**src/rtl/mem_port_arbiter.sv**
```systemverilog
// mem_port_arbiter: shares one memory port between instruction fetch (I) and data access (D) requesters.
// Ports: clk, rst_n (sync, active-low); i_req/i_addr -> i_valid/i_rdata;
// d_req/d_we/d_addr/d_wdata -> d_valid/d_rdata; mem_request/mem_we/mem_addr/mem_wdata -> memory,
// mem_valid/mem_rdata <- memory; timeout_err sticky watchdog flag.
// Optional macro ARB_ROUND_ROBIN_EN: alternate grants on collisions instead of fixed D-over-I priority.
module mem_port_arbiter #(
  parameter int ADDR_WIDTH     = 7,
  parameter int DATA_WIDTH     = 32,
  parameter int TIMEOUT_CYCLES = 64
) (
  input  logic                  clk,
  input  logic                  rst_n,
  input  logic                  i_req,
  input  logic [ADDR_WIDTH-1:0] i_addr,
  output logic                  i_valid,
  output logic [DATA_WIDTH-1:0] i_rdata,
  input  logic                  d_req,
  input  logic                  d_we,
  input  logic [ADDR_WIDTH-1:0] d_addr,
  input  logic [DATA_WIDTH-1:0] d_wdata,
  output logic                  d_valid,
  output logic [DATA_WIDTH-1:0] d_rdata,
  output logic                  mem_request,
  output logic                  mem_we,
  output logic [ADDR_WIDTH-1:0] mem_addr,
  output logic [DATA_WIDTH-1:0] mem_wdata,
  input  logic                  mem_valid,
  input  logic [DATA_WIDTH-1:0] mem_rdata,
  output logic                  timeout_err
);
  localparam int CW = $clog2(TIMEOUT_CYCLES + 1);
  typedef enum logic {IDLE, BUSY} state_t;
  state_t state, state_nx;
  logic grant_d, any_req, win_d, start, done, tmo, fire;
  logic [CW-1:0] cnt;
  assign any_req = i_req | d_req;
  assign start   = (state == IDLE) && any_req;
`ifdef ARB_ROUND_ROBIN_EN
  logic last_d;
  // On a collision the port that was not served last wins.
  assign win_d = d_req & (~i_req | ~last_d);
  always_ff @(posedge clk)
    if (!rst_n) last_d <= 1'b0;
    else if (start) last_d <= win_d;
`else
  assign win_d = d_req;
`endif
  // mem_valid during the request cycle cannot be ours: memory latency is at least one cycle.
  assign done = (state == BUSY) && !mem_request && mem_valid;
  assign tmo  = (state == BUSY) && !done && (cnt == CW'(TIMEOUT_CYCLES - 1));
  assign fire = done | tmo;
  always_ff @(posedge clk)
    state <= !rst_n ? IDLE : state_nx;
  always_comb
    state_nx = (state == IDLE) ? (any_req ? BUSY : IDLE) : (fire ? IDLE : BUSY);
  always_ff @(posedge clk)
    if (!rst_n) begin
      mem_request <= 1'b0;
      mem_we      <= 1'b0;
      mem_addr    <= '0;
      mem_wdata   <= '0;
      grant_d     <= 1'b0;
      cnt         <= '0;
      timeout_err <= 1'b0;
    end else begin
      mem_request <= start;
      if (start) begin
        grant_d   <= win_d;
        mem_we    <= win_d & d_we;
        mem_addr  <= win_d ? d_addr : i_addr;
        mem_wdata <= win_d ? d_wdata : '0;
      end
      cnt <= ((state == BUSY) && !fire) ? cnt + 1'b1 : '0;
      if (tmo) timeout_err <= 1'b1;
    end
  // A watchdog abort still strobes the requester, but with zero data.
  always_comb begin
    i_valid = fire & ~grant_d;
    d_valid = fire & grant_d;
    i_rdata = (i_valid && done) ? mem_rdata : '0;
    d_rdata = (d_valid && done && !mem_we) ? mem_rdata : '0;
  end
endmodule
```
**config.mk**
```make
export PLATFORM = sky130hd
export DESIGN_NAME = mem_port_arbiter
export DESIGN_NICKNAME = d
export VERILOG_FILES = /design/src/rtl/mem_port_arbiter.sv
export SDC_FILE = /design/constraint.sdc
export NUM_CORES = 1
export LEC_CHECK = 0
export ABC_AREA = 0
export BUFFER_PORTS_ARGS = -buffer_cell sky130_fd_sc_hd__buf_2
export CORE_UTILIZATION = 43
export CTS_BUF_LIST = sky130_fd_sc_hd__clkbuf_4 sky130_fd_sc_hd__clkbuf_8 sky130_fd_sc_hd__clkbuf_16
export DETAILED_ROUTE_END_ITERATION = 6
export PLACE_DENSITY = 0.85
export SETUP_SLACK_MARGIN = 0.1
export SLEW_MARGIN = 30
export SYNTH_ARGS = -nofsm -noshare
export SYNTH_HDL_FRONTEND = slang
export SYNTH_SLANG_ARGS = --single-unit
export TNS_END_PERCENT = 10
```
**constraint.sdc**
```tcl
create_clock -name clk -period 2.9 [get_ports clk]
set_input_delay 0.725 -clock clk [delete_from_list [all_inputs] [get_ports clk]]
set_output_delay 0.725 -clock clk [all_outputs]
set_load 0.1 [all_outputs]
```
* Yosys cells after proc, flatten, opt, wreduce, memory -nomap -nowiden
Index checks and enable logic that the tools add are counted.
W data, S select, Z words.
** Word-level totals
- Output and inout port bits :: 108
- Flip-flop bits (word level) :: 51
- Word-level logic and storage cells :: 38
- Bits of input ports :: 84
** Operators by class
- Add/subtract/negate cells :: 1
- Mux-type cells :: 7
- Bitwise operators :: 7
- Reductions and logical operators :: 14
- Equal/unequal tests :: 1
** Operators with widths (count)
- $mux W32 :: 3
- $logic_and A1 B1 Y1 :: 9
- $add A7 B1 Y7 const B :: 1
- $eq A7 B6 Y1 const B :: 1
- $mux W7 :: 1
- $logic_not A1 Y1 :: 4
- $and A1 B1 Y1 :: 3
- $mux W1 :: 3
- $not A1 Y1 :: 2
- $or A1 B1 Y1 :: 2
- $reduce_and A2 Y1 :: 1

* Logic depth before layout (Yosys ltp)
- Word-level depth :: 11
- Mapped depth :: 6
- Gate-level depth less buffers :: 4

* Least setup slack after synthesis
Ideal clock, no wire load.
- Kind :: reg-to-output
- From :: register cnt[0]
- To :: output port d_valid
- Setup slack :: -0.302 ns
- Data required time :: 2.175 ns
- Data arrival time :: 2.477 ns
- Buffers on the path :: 0
- Stages on the path, launching flop included :: 5
- Path through :: dfxtp_1 -> ha_1 -> nand3_1 -> or3_1 -> a21oi_1
** On the way
- Word-level cells in the longest chain between the ends :: 4
** Ends and longest elaborated chain
- from (decl) :: line 35 : logic [CW-1:0] cnt;
- from (signal assigned) :: line 73 : cnt <= ((state == BUSY) && !fire) ? cnt + 1'b1 : '0;
- $eq A7 B6 Y1 :: line 50 : assign tmo = (state == BUSY) && !done && (cnt == CW'(TIMEOUT_CYCLES - 1));
- $logic_and A1 B1 Y1 :: line 50
- $or A1 B1 Y1 :: line 51 : assign fire = done | tmo;
- $and A1 B1 Y1 :: line 79 : d_valid = fire & grant_d;
- to (decl) :: line 21 : output logic d_valid,
No other way between the ends.

* Final worst setup path
- From :: register cnt[0]
- To :: output port i_valid
** On the way
- Word-level cells in the longest chain between the ends :: 4
** Ends and longest elaborated chain
- $eq A7 B6 Y1 :: line 50
- $logic_and A1 B1 Y1 :: line 50
- $or A1 B1 Y1 :: line 51
- $and A1 B1 Y1 :: line 78 : i_valid = fire & ~grant_d;
- to (decl) :: line 15 : output logic i_valid,
No other way between the ends.

==> results.txt <==
- Antenna diode count: 0
- Combinational power share: 41.8%
- In the final layout, the share of cells above drive strength 1 is 44.5%.
- Power consumption: 2.07 mW
- Worst slew pin tran: 0.640 ns
- Per report_power, the clock group accounts for 21.2% of the total.
* Global-route congestion overflow total: 0
- I/O Pins: 192
* Worst-path maximum fanout: 3
- Total global routing track utilization: 29.1%
- The worst setup path is launched from a register.
* Initial core utilization: 44.7%
- HPWL reported at the end of detailed placement: 7100 um
- For the finished layout, the period the worst path requires is 2.72 ns.
* Synth Warn #: 0
- Once the clock tree was built, the setup fixing pass inserted 0 buffers.
* Routed wire length: 8800 um
* Overall die area: 6070 um2
- Number of instances on the worst hold path: 2
- Static timing analysis puts the maximum clock frequency at 0.368 GHz.
- Hold buffer count at cts: 0
- Max-capacitance violation count: 0
* Total vias in the final route: 2785
- Category of the most critical setup path: reg2out
- The analysis attributes to cell leakage a power of 2.11 nW.
- CORE AREA: 5540 um2
- Post-layout nets: 560
* Int Pwr: 1.20 mW
- Buffers & Inverters on Critical Path: 1
* Max-Slew Margin vs Limit: 57.3%
- Net Sw Frac: 42.1%
- Number of cell instances on the worst register-to-register path: 4
- After detailed routing, the number of remaining DRC violations is 0.
- TritonCTS Buffers: 5
- Final setup skew: 0.00587 ns
- Buffers placed on the I/O ports in this run total 191.
- At the end of routability-driven placement, the weighted congestion stood at 0.840.
- In the synthesized netlist, the number of instances is 295.
* Synth-to-layout area growth: 82.7%
- In this design, the stage delay of the slowest critical-path cell is 0.44 ns.
- Final number of setup-violating endpoints: 0
- Final Slew Violations: 0
- The via count of the first global-routing pass is 2777.
* FF-to-FF Start: state$_SDFF_PN0_
- Net switching power: 873 uW
- The final number of hold-violating endpoints is 0.
* Path category of the worst min-delay check: reg2reg
* Crit share post-route: 93.8%
- Average size of a mapped cell: 8.40 um2
* Library cell occupying the most area in the post-synthesis netlist: sky130_fd_sc_hd__dfxtp_1
* Area of the mapped netlist: 2480 um2
- The run finished with clean final reports.
- The H-tree was split into 2 levels.
- Die width: 77.9 um
- Among all stages on the critical path, the largest delay is contributed by sky130_fd_sc_hd__buf_2.
* Post-CTS resize count: 0
- Global-route wire length before repair: 13800 um
- The share of total power dissipated in sequential elements is 36.9%.
- Critical Path Source: cnt[0]$_SDFF_PN0_
- Number of sinks handled by clock tree synthesis: 51
* Routed wire per std cell: 16.0 um
- Leading post-synthesis cells by cell area: sky130_fd_sc_hd__dfxtp_1 41%, sky130_fd_sc_hd__and2_1 16%, sky130_fd_sc_hd__a21boi_0 7.6%
* Yosys top cell area share: 41.2%
- In this run the vertical extent of the chip is 77.9 um.
* Detailed-route vias per instance: 5.08
- Power density cells: 458 nW/um2
- The tree is rooted in a sky130_fd_sc_hd__clkbuf_8.
* Data required time of the critical path: 2.17 ns
- Hold Startpoint: mem_wdata[4]$_SDFFE_PN0P_
- Count of state elements after synthesis: 51
- Tightest hold margin: 0.456 ns
- Clock transition at path regs: 0.08 ns
- Number of distinct library cell variants in the gate-level netlist after synthesis: 29
* Data arrival time at the worst-slack endpoint: 1.99 ns
- For this block, the initial DRC count from the detailed router was 70.
* Cells along the critical path: ha_1 -> nand3_1 -> or3_1 -> a21oi_1 -> buf_2
- The initial antenna violation count is 0.
* IR Drop Worst-Case VDD: 0.468 mV
- No sink is reached through more buffers than the 2 on the longest clock path.
* Clock insertion delay at the later pin of the skew report: 0.29 ns
- RSZ-0062 raised after global routing: yes
- Net count after synthesis: 380
- Entering global routing, the biggest net connects 45 pins.
- In this run the number of cells on the critical path is 5.
* Cell row count: 27
- Before antenna repair, the detailed router went through 4 iterations.
* CTS tree: built
- Crit path max-delay family: simple AND/OR/NAND/NOR gates
- Sequential share of the synthesized area: 41.2%
- STA classifies the critical path endpoint as an output pin.
- Count of antenna-violating nets left after detailed routing: 0
## placed cells by master, fill, tap and decap left out, drive strengths merged, types with 4 or more instances in the layout
| master | synthesis | layout |
|---|---|---|
| a21boi | 33 | 33 |
| and2 | 65 | 65 |
| buf | 15 | 196 |
| clkbuf | 9 | 9 |
| dfxtp | 51 | 51 |
| mux2i | 8 | 8 |
| nand2 | 43 | 43 |
| nand3 | 37 | 37 |
| nor2 | 4 | 4 |
| nor3 | 4 | 4 |
| o211a | 7 | 7 |
## power groups by stage
stage                     Clock, mW  Combinational [mW]  Sequential, mW
after floorplan                   0               0.352            1.05
after global placement            0               0.853           0.779
after detailed placement          0               0.869           0.781
after CTS                     0.447               0.870           0.766
after global routing          0.473               0.901           0.772
final                         0.440               0.868           0.766
## per-stage QoR
step / cells / TNS (ns) / util (%) / instance area (um2) / setup WS, ns
final: 548 / 0 / 81.8 / 4530 / 0.181
after global routing: 548 / 0 / 81.8 / 4530 / 0.0941
after CTS: 548 / 0 / 81.7 / 4530 / 0.111
after detailed placement: 540 / 0 / 79.8 / 4420 / 0.391
after global placement: 540 / 0 / 79.8 / 4420 / 0.470
after floorplan: 295 / -0.829 / - / 2480 / -0.302
## worst paths after layout
check,end,slack [ns]
setup / recovery,i_valid,0.18
hold / removal,mem_wdata[4]$_SDFFE_PN0P_,0.46
setup reg to reg,mem_wdata[14]$_SDFFE_PN0P_,1.25
hold reg to reg,mem_wdata[4]$_SDFFE_PN0P_,0.46
## worst min-delay path, cell delays in order, from the launching register on
cell and delay, ns:
sky130_fd_sc_hd__dfxtp_1 0.32, sky130_fd_sc_hd__nand2_1 0.05, sky130_fd_sc_hd__a21boi_1 0.05
## layer usage
metal / wire [um] / global-route usage [%] / share of wire, % / vias to the layer above
met5: 0 / 0 / 0 / -
met4: 132 / 7.78 / 1.5 / 0
met3: 660 / 7.53 / 7.5 / 12
met2: 4720 / 55.0 / 54 / 122
met1: 3280 / 32.0 / 37 / 1312
li1: - / - / - / 1339
## state kept, by name, indices dropped and copies added (netlist names)
register     flops
state            1
mem_addr         7
cnt              7
mem_we           1
timeout_err      1
mem_wdata       32
mem_request      1
grant_d          1
## synthesized netlist by cell type, drive strengths merged
cell type and instances:
and2 65, dfxtp 51, nand2 43, nand3 37, a21boi 33, buf 15
clkbuf 9, mux2i 8, o211a 7, nor2 4, nor3 4, a21oi 2
nand2b 2, nor3b 2, o21ai 2, o21bai 2, or3 2, xor2 2
a211oi 1, ha 1, nor2b 1, o21ba 1, xnor2 1
## cell families (layout without fill, tap and decap cells)
kind of cell	after synthesis	after routing	synth area share, %
fa+ha+maj	1	1	0.505
xor+xnor	3	3	1.06
compound gates	48	48	15.1
flops	51	51	41.2
mux	8	8	3.23
buf+inv	24	205	5.05
simple gates	160	160	33.9
## final cells by class
cell class	instances	area, um2
repair buffers	197	1980
multi-input cells	220	1340
flip-flops and latches	51	1020
fillers	319	1010
clock buffers	8	104
well taps	72	90.1
No activity file was read; power rests on OpenSTA's default activity.
